`src/rtl/riscv_alu_sequencer_pipelined.sv`:
```
// rtl/riscv_alu_sequencer_pipelined.sv - execute-stage issue/writeback sequencer for fixed-latency ALU units
module riscv_alu_sequencer_pipelined #(
  parameter int unsigned RV32M      = 0,
  parameter int unsigned RV32F      = 0,
  parameter int unsigned MUL_STAGES = 2,
  parameter int unsigned DIV_STAGES = 8,
  parameter int unsigned FPU_STAGES = 4,
  parameter int unsigned TAG_W      = 5
) (
  input  logic             clock_i,
  input  logic             resetn_i,
  input  logic             flush_i,
  input  logic             req_valid_i,
  output logic             req_ready_o,
  input  logic [1:0]       req_class_i,
  input  logic [TAG_W-1:0] req_tag_i,
  output logic [3:0]       issue_o,
  input  logic [31:0]      i_result_i,
  input  logic [31:0]      mul_result_i,
  input  logic [31:0]      div_result_i,
  input  logic [31:0]      fpu_result_i,
  output logic             rsp_valid_o,
  input  logic             rsp_ready_i,
  output logic [31:0]      rsp_data_o,
  output logic [TAG_W-1:0] rsp_tag_o,
  output logic             rsp_illegal_o,
  output logic [4:0]       stall_cycles_o
);

  localparam logic [1:0] CLS_I   = 2'd0;
  localparam logic [1:0] CLS_MUL = 2'd1;
  localparam logic [1:0] CLS_DIV = 2'd2;
  localparam logic [1:0] CLS_FPU = 2'd3;

  typedef enum logic [1:0] {
    IDLE = 2'd0,
    BUSY = 2'd1,
    DONE = 2'd2
  } state_t;

  state_t           state_q, state_d;
  logic [4:0]       cnt_q, cnt_d;
  logic [1:0]       cls_q, cls_d;
  logic [TAG_W-1:0] tag_q, tag_d;
  logic [31:0]      data_q, data_d;
  logic             illegal_q, illegal_d;

  logic             accept;
  logic             start;
  logic             req_legal;
  logic [4:0]       req_lat;

  // A class is only legal if its unit is built into this configuration.
  function automatic logic cls_legal(input logic [1:0] c);
    logic ok;
    case (c)
      CLS_I:            ok = 1'b1;
      CLS_MUL, CLS_DIV: ok = (RV32M != 0);
      default:          ok = (RV32F != 0);
    endcase
    return ok;
  endfunction

  // Cycles from accept to response; illegal ops complete like an integer op.
  function automatic logic [4:0] cls_lat(input logic [1:0] c, input logic legal);
    logic [4:0] l;
    if (!legal) begin
      l = 5'd1;
    end else begin
      case (c)
        CLS_MUL: l = 5'(MUL_STAGES);
        CLS_DIV: l = 5'(DIV_STAGES);
        CLS_FPU: l = 5'(FPU_STAGES);
        default: l = 5'd1;
      endcase
    end
    return l;
  endfunction

  // Result mux by class.
  function automatic logic [31:0] pick(input logic [1:0] c, input logic [31:0] ri,
                                       input logic [31:0] rm, input logic [31:0] rd,
                                       input logic [31:0] rf);
    logic [31:0] r;
    case (c)
      CLS_MUL: r = rm;
      CLS_DIV: r = rd;
      CLS_FPU: r = rf;
      default: r = ri;
    endcase
    return r;
  endfunction

  assign req_legal = cls_legal(req_class_i);
  assign req_lat   = cls_lat(req_class_i, req_legal);

  // Ready is held low during reset and flush so nothing is accepted then.
  assign req_ready_o = resetn_i && !flush_i &&
                       ((state_q == IDLE) || ((state_q == DONE) && rsp_ready_i));
  assign accept      = req_valid_i && req_ready_o;

  // Start strobe only for real external units; the integer result is already here.
  always_comb begin
    issue_o = 4'b0000;
    if (accept && req_legal && (req_class_i != CLS_I)) begin
      issue_o[req_class_i] = 1'b1;
    end
  end

  assign rsp_valid_o    = (state_q == DONE);
  assign rsp_data_o     = data_q;
  assign rsp_tag_o      = tag_q;
  assign rsp_illegal_o  = illegal_q;
  assign stall_cycles_o = (state_q == BUSY) ? cnt_q : 5'd0;

  // Next-state and datapath capture; flush overrides every other transition.
  always_comb begin
    state_d   = state_q;
    cnt_d     = cnt_q;
    cls_d     = cls_q;
    tag_d     = tag_q;
    data_d    = data_q;
    illegal_d = illegal_q;
    start     = 1'b0;

    case (state_q)
      IDLE: begin
        start = accept;
      end
      BUSY: begin
        if (cnt_q == 5'd1) begin
          data_d  = pick(cls_q, i_result_i, mul_result_i, div_result_i, fpu_result_i);
          cnt_d   = 5'd0;
          state_d = DONE;
        end else begin
          cnt_d = cnt_q - 5'd1;
        end
      end
      DONE: begin
        if (rsp_ready_i) begin
          state_d = IDLE;
          start   = accept;
        end
      end
      default: begin
        state_d = IDLE;
        cnt_d   = 5'd0;
      end
    endcase

    // A new op may start from IDLE or straight out of DONE without a bubble.
    if (start) begin
      cls_d     = req_class_i;
      tag_d     = req_tag_i;
      illegal_d = !req_legal;
      if (req_lat == 5'd1) begin
        data_d  = req_legal ? pick(req_class_i, i_result_i, mul_result_i, div_result_i,
                                   fpu_result_i) : 32'd0;
        cnt_d   = 5'd0;
        state_d = DONE;
      end else begin
        cnt_d   = req_lat - 5'd1;
        state_d = BUSY;
      end
    end

    if (flush_i) begin
      state_d   = IDLE;
      cnt_d     = 5'd0;
      data_d    = 32'd0;
      illegal_d = 1'b0;
    end
  end

  // State and captured response registers.
  always_ff @(posedge clock_i or negedge resetn_i) begin
    if (!resetn_i) begin
      state_q   <= IDLE;
      cnt_q     <= 5'd0;
      cls_q     <= CLS_I;
      tag_q     <= '0;
      data_q    <= 32'd0;
      illegal_q <= 1'b0;
    end else begin
      state_q   <= state_d;
      cnt_q     <= cnt_d;
      cls_q     <= cls_d;
      tag_q     <= tag_d;
      data_q    <= data_d;
      illegal_q <= illegal_d;
    end
  end

endmodule

```
`config.mk`:
```
export PLATFORM = sky130hd
export DESIGN_NAME = riscv_alu_sequencer_pipelined
export DESIGN_NICKNAME = d
export VERILOG_FILES = /design/src/rtl/riscv_alu_sequencer_pipelined.sv
export SDC_FILE = /design/constraint.sdc
export NUM_CORES = 1
export LEC_CHECK = 0
export ABC_AREA = 1
export ABC_CLOCK_PERIOD_IN_PS = 2490
export CAP_MARGIN = 20
export CORE_MARGIN = 2
export CORE_UTILIZATION = 27
export CTS_BUF_LIST = sky130_fd_sc_hd__clkbuf_16
export DETAILED_ROUTE_END_ITERATION = 16
export PLACE_DENSITY = 0.66
export SLEW_MARGIN = 10
export SYNTH_ARGS = -nofsm -noshare
export SYNTH_HDL_FRONTEND = slang
export SYNTH_SLANG_ARGS = --single-unit
```
`constraint.sdc`:
```
create_clock -name clock_i -period 2.49 [get_ports clock_i]
set_clock_uncertainty 0.2 [all_clocks]
set_input_delay 0.498 -clock clock_i [delete_from_list [all_inputs] [get_ports clock_i]]
set_output_delay 0.498 -clock clock_i [all_outputs]
set_load 0.03 [all_outputs]
```
==> flow_summary.yaml, run 1 <==
status:
  status: "finished clean"
timing:
  finalSetupTns_ns: 0
  tightest_slew_ns: 0.641
  finalMaxSlewViolations: 0
  fmax_mhz: 440
  period_minus_slack_ns: 2.27
  rsz0062_at_grt: "no"
  setup_violations: 0
  relSlewSlack_pct: 57.1
  hold_viol_final: 0
  finalCritPeriodShare_pct: 91.3
global_routing:
  antenna_found_initial: 0
  grt_pass1_wl_um: 21000
  globalRoute.totalOverflow: 0
  gr-usage-all-layers_pct: 17.6
  first_global_vias: 4188
  grt_max_degree: 47
worst_setup_path:
  rrSetupSlack_ns: 0.57
  reg2reg_from: "cls_q[1]"
  cp_max_fo: 6
  crit_chain: "inv_1, nor2_4, inv_1, nor2_1, dlygate4sd2_1"
  start_kind: "flip-flop"
  critPathMaxStageDelay_ns: 0.40
  crit_arrival_ns: 1.58
  slowest_stage: "dfrtp_1"
  path_common_cell: "inv_1"
  rr_endpoint: "rsp_data_o[13]"
  critPathBufInv: 3
  required_ns: 1.79
  end_kind: "output pin"
  rr_worst_depth: 7
  cp_top_family: "buffers and inverters"
  critPathKind: "flip-flop to output pin"
layout:
  area_growth_pct: 58.0
  fin_nets: 970
  stdcell_count: 1007
  n_fill_cell: 1448
  n_antenna_cell: 0
  fin_util_pct: 43.5
  drive_above_1_share_pct: 4.72
floorplanning:
  initial_utilization_pct: 27.6
  core_area_mm2: 0.0138
  die-area_mm2: 0.0151
  dieHeight_um: 123
  ios: 189
  num_rows: 43
  die_w_um: 123
min_path:
  min_to: "rsp_tag_o[4]"
  hold_depth: 2
  min-delay-start: "rsp_tag_o[4]"
  hold_class: "flip-flop to flip-flop"
pwr:
  ir_worst_vdd_mv: 0.343
  power.switching_w: 0.00104
  p_int_w: 0.00178
  combPwrFrac_pct: 41.6
  p_leak_nw: 2.98
  sequentialPowerShare_pct: 30.5
  power_density_mw_per_mm2: 467
  p_sw_share_pct: 36.8
  total_power_w: 0.00281
  clkPwrFrac_pct: 28.0
clock_network:
  cts_sinks: 47
  cts_buffers: 5
  clock_latency_ns: 0.29
  h-tree-depth: 2
  cts_buffer_depth: 2
  root_buffer: "clkbuf_16"
  cts_tree: "yes"
  postCtsSetupRepairBufs: 0
  clkTransAtPathRegs_ns: 0.07
route:
  drc_errors: 0
  viasPerCell: 4.37
  ant_nets: 0
  drt-pass1-iter-count: 4
  drt_iter0_drc: 215
  routedWlPerCell_um: 13.1
  routed_wl_um: 13200
  vias: 4401
synth:
  synth.area.top_cells: "dfrtp_1, nand2_1, nand3_1"
  ys_ff_latch: 47
  yosysTopAreaCellShare_pct: 30.9
  synth_flop_cell: "dfrtp_1"
  synthArstFlopShare_pct: 100
  netlist_instances: 648
  syn-cell-area_mm2: 0.00381
  yosys_warnings: 0
  yosys.area.top_type: "dfrtp_1"
  synth_edf_count: 0
  syn_area_per_cell_um2: 5.88
  synth_cell_types: 26
  synth-seq-area-share_pct: 30.9
placed_design:
  place.gp.congestion: 0.796
  port_buffers: 184
  hpwl_um: 9690
  dp_cells: 998
flow_run:
  cap_violations: 0
==> power by group through the flow <==
stage / logic [W] / clock network [W] / registers [W]
after floorplan: 0.000598 / 0 / 0.000919
after global placement: 0.00119 / 0 / 0.000871
after detailed placement: 0.00119 / 0 / 0.000870
after CTS: 0.00119 / 0.000822 / 0.000858
after global routing: 0.00131 / 0.000848 / 0.000865
final: 0.00117 / 0.000787 / 0.000858
==> sequential cells by signal, summed over array words and instances (netlist names) <==
name           cells
cls_q              2
state_q            2
cnt_q              5
rsp_tag_o          5
rsp_illegal_o      1
rsp_data_o        32
==> cell usage in the layout, fill, tap and decap left out, drive strengths merged, types with 5 or more instances in the layout <==
| cell type | n |
|---|---|
| inv | 109 |
| buf | 19 |
| o21ai | 17 |
| dlygate4sd2 | 5 |
| nand3 | 92 |
| nand2 | 164 |
| conb | 8 |
| clkdlybuf4s50 | 177 |
| clkbuf | 5 |
| nor2 | 123 |
| a21oi | 41 |
| dfrtp | 47 |
| nand4 | 6 |
==> cell type report <==
class | instances | area, um2 | area share (%)
clock inverters | 3 | 46.3 | 0.769
inverters | 108 | 405 | 6.73
repair buffers | 202 | 1980 | 32.9
flip-flops and latches | 47 | 1180 | 19.5
multi-input cells | 462 | 2060 | 34.3
well taps | 180 | 225 | 3.74
clock buffers | 5 | 125 | 2.08
==> cells by family (layout without fill, tap and decap cells) <==
| family | count (synthesis) | in the layout | share of synthesized area, % |
|---|---|---|---|
| AND/OR/NAND/NOR | 386 | 386 | 43.2 |
| buffers and inverters | 145 | 318 | 15.6 |
| AO/OA/AOI/OAI | 61 | 61 | 8.18 |
| flip-flops | 47 | 47 | 30.9 |
| adder cells (fa/ha/maj) | 4 | 4 | 1.31 |
| XOR/XNOR | 3 | 3 | 0.690 |
| other | 2 | 8 | 0.197 |
==> metrics by stage <==
stage	hold WS (ns)	cell area (um2)	setup slack, ns
2_1_floorplan	0.00241	3830	0.677
3_3_place_gp	0.121	5850	0.245
3_5_place_dp	0.121	5850	0.184
4_1_cts	0.294	6020	0.186
5_1_grt	0.312	6020	0.0676
6_report	0.289	6020	0.216
==> worst register-to-register path, delay by kind of cell, from the launching register on <==
kind	cells	cell delay, ns
buf+inv	1	0.18
flops	1	0.45
simple gates	5	0.87
compound gates	1	0.15
==> worst max path at each step <==
stage	start	endpoint	slack, ns	cells past startpoint
4_1_cts	state_q[0]	stall_cycles_o[3]	0.19	5
6_report	state_q[0]	stall_cycles_o[3]	0.22	5
3_3_place_gp	flush_i	rsp_data_o[16]	0.24	7
2_1_floorplan	state_q[0]	stall_cycles_o[0]	0.68	4
3_5_place_dp	flush_i	rsp_data_o[2]	0.18	7
5_1_grt	state_q[0]	stall_cycles_o[1]	0.07	5
==> per-layer routing <==
metal | GRT usage, % | vias to the layer above | part of all wire, %
li1 | - | 2325 | -
met1 | 22.6 | 1932 | 45
met2 | 30.3 | 139 | 46
met3 | 4.41 | 5 | 8.1
met4 | 2.66 | 0 | 0.58
met5 | 0 | - | 0
==> cells in the mapped netlist, types with 2 or more instances <==
| master | number |
|---|---|
| inv_1 | 106 |
| nand4_1 | 5 |
| dfrtp_1 | 47 |
| inv_2 | 2 |
| nor2_4 | 3 |
| buf_2 | 13 |
| clkbuf_1 | 15 |
| ha_1 | 4 |
| nand3_1 | 91 |
| nand2_1 | 162 |
| buf_4 | 9 |
| o21ai_0 | 17 |
| a21oi_1 | 41 |
| conb_1 | 2 |
| nor2_1 | 119 |
| xor2_1 | 2 |
==> timing repair <==
| item | in CTS | in global routing |
|---|---|---|
| endpoints found under the hold margin | 1 | 0 |
| setup endpoints to repair | 5 | 0 |
| resized for setup | 5 | 0 |
| hold buffers | 1 | 0 |
No activity file was read; power rests on OpenSTA's default activity.
==> run 2, diff against run 1 <==
--- a/config.mk
+++ b/config.mk
@@ -7,8 +7,7 @@
 export LEC_CHECK = 0
 export ABC_AREA = 1
 export ABC_CLOCK_PERIOD_IN_PS = 2490
-export CAP_MARGIN = 20
-export CORE_MARGIN = 2
+export CAP_MARGIN = 0
 export CORE_UTILIZATION = 27
 export CTS_BUF_LIST = sky130_fd_sc_hd__clkbuf_16
 export DETAILED_ROUTE_END_ITERATION = 16
==> flow_summary.yaml, run 2 (synthesized netlist as in run 1, its figures left out) <==
pwr:
  combPwrFrac_pct: 43.2
  power_density_mw_per_mm2: 457
  power.switching_w: 0.00105
  ir_worst_vdd_mv: 0.280
  p_int_w: 0.00169
  clkPwrFrac_pct: 25.6
  p_sw_share_pct: 38.4
  sequentialPowerShare_pct: 31.2
  p_leak_nw: 2.98
min_path:
  hold_class: "input pin to asynchronous set/reset pin"
status:
  status: "finished clean"
flow_run:
  cap_violations: 0
clock_network:
  cts_sinks: 47
  clock_latency_ns: 0.30
  postCtsSetupRepairBufs: 0
  cts_buffers: 5
  root_buffer: "clkbuf_16"
  h-tree-depth: 2
  cts-resized-gates: 5
  hold_buffers: 0
  cts_buffer_depth: 2
  cts_tree: "yes"
  clkTransAtPathRegs_ns: 0.08
route:
  viasPerCell: 4.40
  vias: 4423
  routedWlPerCell_um: 12.9
  routed_wl_um: 13000
  drc_errors: 0
  drt-pass1-iter-count: 5
  ant_nets: 0
  drt_iter0_drc: 221
timing:
  fmax_mhz: 436
  whs_ns: 0.186
  finalCritPeriodShare_pct: 92.1
  period_minus_slack_ns: 2.29
  setup_violations: 0
  relSlewSlack_pct: 54.2
  rsz0062_at_grt: "no"
  finalSetupTns_ns: 0
  finalMaxSlewViolations: 0
  tightest_slew_ns: 0.688
  hold_viol_final: 0
floorplanning:
  die_w_um: 121
  ios: 189
  num_rows: 43
  core_area_mm2: 0.0138
  die-area_mm2: 0.0146
  dieHeight_um: 121
  initial_utilization_pct: 27.6
layout:
  area_growth_pct: 57.7
  largest_register_ff_count: 32
  final_common_cell: "clkdlybuf4s50_1"
  fin_nets: 969
  fin_util_pct: 43.5
  n_antenna_cell: 0
  final_cell_mix: "clkdlybuf4s50_1, nand2_1, nor2_1"
  drive_above_1_share_pct: 4.72
worst_setup_path:
  rr_endpoint: "rsp_data_o[17]"
  required_ns: 1.79
  crit_arrival_ns: 1.60
  start_kind: "flip-flop"
  rrSetupSlack_ns: 0.43
  reg2reg_from: "cnt_q[1]"
  rr_worst_depth: 10
  cp_max_fo: 6
  end_kind: "output pin"
  critPathKind: "flip-flop to output pin"
global_routing:
  gr-usage-all-layers_pct: 18.0
  grt_pass1_wl_um: 20700
  antenna_found_initial: 0
  first_global_vias: 4129
  globalRoute.totalOverflow: 0
  grt_max_degree: 65
placed_design:
  hpwl_um: 9530
  place.gp.congestion: 0.844
  port_buffers: 184
run 2: cell count changes in the layout (fill, tap and decap cells not counted):
cell / previous run / this run
bufinv_16: 1 / 0
nor2_2: 2 / 1
dlygate4sd3_1: 1 / 0
buf_12: 1 / 2
nor2_4: 3 / 4
clkinv_4: 0 / 1
inv_6: 1 / 2
clkinvlp_4: 1 / 0
buf_4: 17 / 16
run 2: through the flow:
stage | setup WS (ns) | cells | total power [W] | instance area [um2]
6_report | 0.196 | 1006 | 0.00274 | 6010
5_1_grt | 0.0590 | 1006 | 0.00295 | 6010
4_1_cts | 0.171 | 1006 | 0.00279 | 6010
3_5_place_dp | 0.231 | 998 | 0.00207 | 5860
3_3_place_gp | 0.228 | 998 | 0.00207 | 5860
2_1_floorplan | 0.677 | 654 | 0.00152 | 3830
run 2: worst max-delay path by stage:
stage	start	to	slack [ns]
after floorplan	state_q[0]	stall_cycles_o[0]	0.68
after global placement	state_q[0]	stall_cycles_o[0]	0.23
after detailed placement	state_q[0]	stall_cycles_o[4]	0.23
after CTS	state_q[0]	stall_cycles_o[4]	0.17
after global routing	state_q[0]	stall_cycles_o[0]	0.06
final	state_q[0]	stall_cycles_o[0]	0.20
run 2: layout make-up:
cell class | instances | area (um2)
Clock buffer | 5 | 125
Inverter | 108 | 405
Multi-Input combinational cell | 462 | 2070
Clock inverter | 3 | 26.3
Fill cell | 1481 | 7820
Sequential cell | 47 | 1180
Timing Repair Buffer | 201 | 1980
Tap cell | 180 | 225
run 2: power groups by stage:
stage	clock network, W	registers (W)	logic, W
finish	0.000702	0.000857	0.00119
global route	0.000763	0.000866	0.00132
CTS	0.000729	0.000858	0.00120
floorplan	0	0.000919	0.000598
detailed placement	0	0.000871	0.00120
global placement	0	0.000873	0.00119
run 2: worst max-delay path, stage by stage, from the launching register on:
cell and delay (ns):
dfrtp_1 0.42, inv_1 0.10, nor2_4 0.15, inv_1 0.12, nor2_1 0.10, dlygate4sd2_1 0.40
run 2: metal layers:
| metal | GRT usage [%] | part of all wire [%] | wire [um] | vias to the layer above |
|---|---|---|---|---|
| li1 | - | - | - | 2326 |
| met1 | 22.6 | 45 | 5840 | 1945 |
| met5 | 0 | 0 | 0 | - |
| met4 | 3.16 | 0.48 | 62 | 0 |
| met3 | 4.20 | 8.3 | 1090 | 4 |
| met2 | 31.6 | 46 | 6040 | 148 |
==> variant 1: new RTL, config.mk and constraints of run 1 <==
The parameter `TAG_W` goes from 5 to 4.
--- a/src/rtl/riscv_alu_sequencer_pipelined.sv
+++ b/src/rtl/riscv_alu_sequencer_pipelined.sv
@@ -7,3 +7,3 @@
   parameter int unsigned FPU_STAGES = 4,
-  parameter int unsigned TAG_W      = 5
+  parameter int unsigned TAG_W      = 4
 ) (
Interface: changed (resized req_tag_i and rsp_tag_o); port bits go from 189 to 187. The function was not compared with the original's and may differ.
==> variant 1 against run 1 <==
Synthesized area shrank 0.26%. Wire length grew 0.14%. Sequential cell count shrank 1. Worst setup slack gained 0.013 ns. Sequential power shrank 2%. Via count shrank 1.1%. Final area shrank 1.3%. Total power grew 1.4%. Synthesized cell count shrank 2.2%. Critical path type unchanged.
==> variant 1: results (changes against run 1) <==
| Metric | Value |
|---|---|
| Place WS | `0.2461 ns (+0.06253 ns)` |
| Vias in the first global route | `4184 (-0.096%)` |
| Critical path peak fanout | `4 (-2)` |
| Top sig layer | `met4` |
| Synth Warn # | `0 (unchanged)` |
| Slew @ Worst Pin | `0.7002 ns (+0.05888 ns)` |
| CTS clk-pin slew, worst paths | `0.07 ns (about the same)` |
| Grt met1 use | `0.2181 (-0.008208)` |
| Post-Syn Instances | `634 (-2.2%)` |
| Worst-case vdd ir drop | `0.0002872 V (-16%)` |
| Metal-1 WL | `5735 um (-3.8%)` |
| Global-route wire length before repair | `20990 um (-0.20%)` |
| Non-Filler Instances | `987 (-2.0%)` |
| Initial drt markers | `209 (-2.8%)` |
| Switch share | `0.3547 (-0.01331)` |
| Fin Hold WS | `0.2294 ns (-0.05914 ns)` |
| Worst reg2reg path startpoint | `cls_q[1]` |
| Top_reg_cell synth | `dfrtp_1` |
| Vias | `4351 (-1.1%)` |
| Cells on worst reg2reg path | `8 (+1)` |
| Diodes inserted | `0 (unchanged)` |
| Initial antenna violation count | `0 (unchanged)` |
| CTS H-tree lvls | `2 (unchanged)` |
| Worst hold path type | `in2async` |
| Synth top area cells | `dfrtp_1 (30%), nand2_1 (16%), nand3_1 (11%)` |
| Clk buf depth | `2 (unchanged)` |
| Switching pwr | `1.012 mW (-2.3%)` |
| FFs w/ async S/R, synth | `1.000 (unchanged)` |
| Final WL | `13230 um (+0.14%)` |
| Slowest-stage cell, CP | `clkdlybuf4s50_1` |
| GP Congestion | `0.8207 (+3.1%)` |
| Met2 WL | `6352 um (+4.1%)` |
| Final nets | `949 (-2.2%)` |
| Met3 routed WL | `1022 um (-4.1%)` |
| Post-DP Area | `0.005759 mm^2 (-1.5%)` |
| Overall routing resource usage | `0.1758 (-0.0002657)` |
| Met2 Use GR | `0.3156 (+0.01279)` |
| Placed Instances | `979 (-1.9%)` |
| Number of flip-flops in the largest register | `32 (unchanged)` |
| Comb pwr share | `0.399 (-0.017)` |
| Setup Buffers After CTS | `0 (unchanged)` |
| Worst-Skew Late Latency | `0.29 ns (about the same)` |
| PortBufs | `182 (-1.1%)` |
| Top cell types by occurrence after synthesis | `nand2_1 (158), nor2_1 (108), inv_1 (97)` |
| GR Util met3 | `0.03903 (-0.005112)` |
| CP max stage delay | `0.68 ns (+0.28 ns)` |
| Number of library cell types mapped by synthesis | `26 (unchanged)` |
| LEAKAGE | `2.896 nW (-3.0%)` |
| First-pass DRT Iterations | `4 (unchanged)` |
| Clock root cell | `clkbuf_16` |
| Data arrival, critical path | `1.56 ns (-0.02 ns)` |
| Register area share after synthesis | `0.3029 (-0.005772)` |
| CTS Buf Count | `5 (unchanged)` |
| Reg-to-reg slack, setup | `0.35 ns (-0.22 ns)` |
| Share of cells above drive strength 1 | `0.04833 (+0.001169)` |
| Run status | `completed` |
| Crit path max-delay family | `buffers and inverters` |
| Largest net degree at the start of global routing | `65 (+38%)` |
| P_clk | `869 uW (+10%)` |
| Detailed placement HPWL | `9645 um (-0.42%)` |
[variant 1: cell count changes in the layout (fill, tap and decap cells not counted), sizes merged, moves of 2 or more]
cell	run 1	this run
a21oi	41	48
buf	19	17
nand2	164	160
nand3	92	87
o21ai	17	21
nand4	6	9
inv	109	101
clkdlybuf4s50	177	175
nor2	123	113
[variant 1: worst register-to-register path, cell delays in order, from the launching register on]
cell and delay [ns]:
dfrtp_1 0.64, nor2_4 0.13, inv_2 0.36, buf_4 0.31
nor2_1 0.08, nor2_1 0.11, nand2_1 0.06, nand3_1 0.07
a21oi_1 0.07
[variant 1: worst max path at each step]
stage	end	startpoint	cells past startpoint	slack (ns)
floorplan	stall_cycles_o[0]	state_q[0]	4	0.70
global placement	stall_cycles_o[3]	state_q[0]	5	0.26
detailed placement	rsp_data_o[6]	flush_i	8	0.25
CTS	rsp_valid_o	state_q[1]	3	0.21
global route	stall_cycles_o[2]	state_q[0]	5	0.10
finish	rsp_valid_o	state_q[1]	3	0.23
[variant 1: final cells by class]
cell class | instances | area (um^2)
flip-flops and latches | 46 | 1151
clock inverters | 3 | 63.81
inverters | 101 | 379.1
repair buffers | 197 | 1946
multi-input cells | 455 | 2052
clock buffers | 5 | 125.1
well taps | 180 | 225.2
fillers | 1442 | 7885
[variant 1: cell families (layout without fill, tap and decap cells)]
| logic type | count (synthesis) | in the layout | share of synthesized area |
|---|---|---|---|
| and+or+nand+nor | 370 | 370 | 0.4192 |
| buffers and inverters | 139 | 306 | 0.1636 |
| AOI/OAI and AO/OA | 71 | 71 | 0.09450 |
| DFF | 46 | 46 | 0.3029 |
| adders and majority gates | 4 | 4 | 0.01317 |
| other | 2 | 8 | 0.001976 |
| xor gates and xnor gates | 2 | 2 | 0.004611 |
==> variant 2: new RTL, flow settings as in run 1 <==
Made on the original files. Make the reset (`resetn_i`) synchronous in one clocked block.
--- a/src/rtl/riscv_alu_sequencer_pipelined.sv
+++ b/src/rtl/riscv_alu_sequencer_pipelined.sv
@@ -175,3 +175,3 @@
   // State and captured response registers.
-  always_ff @(posedge clock_i or negedge resetn_i) begin
+  always_ff @(posedge clock_i) begin
     if (!resetn_i) begin
Function: differs if resetn_i is asserted again (counterexample within 4 cycles, from zero or initial values and one cycle with resetn_i low); with resetn_i held inactive, the same outputs for 10 cycles.
==> variant 2 against run 1 <==
Register-to-register slack worse by 0.13 ns. Worst setup slack worse by 0.10 ns. Sequential cell count unchanged. Wire length up 3.8%. Final area down 4.4%. Non-clock buffer count up 4. Synthesized area down 7.1%. Via count down 0.52%.
Power is not compared: it rests on default switching activity, and its combinational part moved more than twofold at a synthesized area within 25%.
==> variant 2: results (changes against run 1) <==
| Metric | Value |
|---|---|
| Critical path startpoint | `state_q[1]` |
| CP max stage delay | `0.69 ns (+0.29 ns)` |
| Vias | `4378 (-0.52%)` |
| Placed Instances | `972 (-2.6%)` |
| Number of library cell types mapped by synthesis | `27 (+3.8%)` |
| Worst hold path type | `reg2reg` |
| Largest net degree at the start of global routing | `34 (-28%)` |
| Global-route wire length before repair | `21850 um (+3.9%)` |
| Worst slew margin | `0.5476 (-0.02334)` |
| Top cell types by occurrence after synthesis | `nand2_1 (196), nor2_1 (116), nand3_1 (80)` |
| PortBufs | `184 (unchanged)` |
| Share of cells above drive strength 1 | `0.07302 (+0.02586)` |
| Vias in the first global route | `4160 (-0.67%)` |
| Synthesized area per cell | `5.680 um^2 (-3.4%)` |
| Critical path peak fanout | `4 (-2)` |
| DR WL/cell | `13.99 um (+6.7%)` |
| Post-DP Area | `0.005604 mm^2 (-4.1%)` |
| Via/cell ratio | `4.467 (+2.2%)` |
| Slowest-stage cell, CP | `clkdlybuf4s50_1` |
| GP Congestion | `0.8450 (+6.2%)` |
| FFs w/ async S/R, synth | `0 (-1.000)` |
| Register area share after synthesis | `0.2659 (-0.04279)` |
| Die X | `118.5 um (-3.5%)` |
| Worst reg2reg path startpoint | `cls_q[0]` |
| Overall routing resource usage | `0.1925 (+0.01644)` |
| Run status | `completed` |
| Initial drt markers | `188 (-13%)` |
| Data arrival, critical path | `1.68 ns (+0.10 ns)` |
| Final nets | `951 (-2.0%)` |
| Top_reg_cell synth | `dfxtp_1` |
| Synth Warn # | `0 (unchanged)` |
| Initial antenna violation count | `1 (+1)` |
| Detailed placement HPWL | `10530 um (+8.7%)` |
| Synth top area cells | `dfxtp_1 (27%), nand2_1 (21%), nor2_1 (12%)` |
-- variant 2: cell count changes after synthesis, sizes merged, moves of 4 or more --
cell,delta
inv,-54
dfrtp,-47
dfxtp,+47
nand2,+33
a21oi,-20
nand4,+17
or2,+13
nand3,-11
clkbuf,-4
-- variant 2: cell type report --
cell class              count  area (um^2)
flip-flops and latches     47        940.9
fillers                  1359         6968
clock inverters             3        12.51
clock buffers               5        125.1
repair buffers            206         2029
well taps                 172        215.2
inverters                  55        209.0
multi-input cells         492         2222
-- variant 2: per-stage QoR --
| step | utilization | hold slack, ns |
|---|---|---|
| final | 0.4523 | 0.2721 |
| after CTS | 0.4513 | 0.2703 |
| after detailed placement | 0.4405 | 0.2614 |
| after global placement | 0.4405 | 0.2588 |
| after floorplan | - | 0.2438 |
| after global routing | 0.4523 | 0.2885 |
-- variant 2: cell families after synthesis --
kind of cell,Yosys count,share of synthesized area
flip-flops,47,0.2659
buffers and inverters,90,0.1124
XOR/XNOR,3,0.007427
adder cells (fa/ha/maj),4,0.01414
AO/OA/AOI/OAI,40,0.05658
AND/OR/NAND/NOR,437,0.5414
other,2,0.002122
-- variant 2: path summary, 6_finish.rpt --
kind / end / slack (ns)
worst max-delay path: rsp_valid_o / 0.11
worst min-delay path: cnt_q[1] / 0.27
worst max register to register: rsp_data_o[22] / 0.44
worst min register to register: cnt_q[1] / 0.27
-- variant 2: critical path, delay by kind of cell (launching register included) --
| family | cells | cell delay, ns |
|---|---|---|
| buffers and inverters | 2 | 0.78 |
| AND/OR/NAND/NOR | 1 | 0.13 |
| flip-flops | 1 | 0.48 |
-- variant 2: power by group through the flow --
stage	combinational [mW]	clock [mW]	sequential, mW
floorplan	0.204	0	0.800
global placement	0.524	0	0.788
detailed placement	0.524	0	0.788
CTS	0.526	0.668	0.771
global route	0.572	0.686	0.772
finish	0.525	0.647	0.771
-- variant 2: routing by layer --
metal	track usage	part of all wire	vias to the layer above
li1	-	-	2314
met1	0.2504	0.45	1899
met2	0.3291	0.47	149
met3	0.03716	0.058	14
met4	0.04241	0.013	2
met5	0	0.00073	-
-- variant 2: what timing repair did --
item | 4_1_cts | 5_1_grt
buffers inserted | 0 | 0
resized for setup | 0 | 5
setup endpoints to repair | 0 | 5
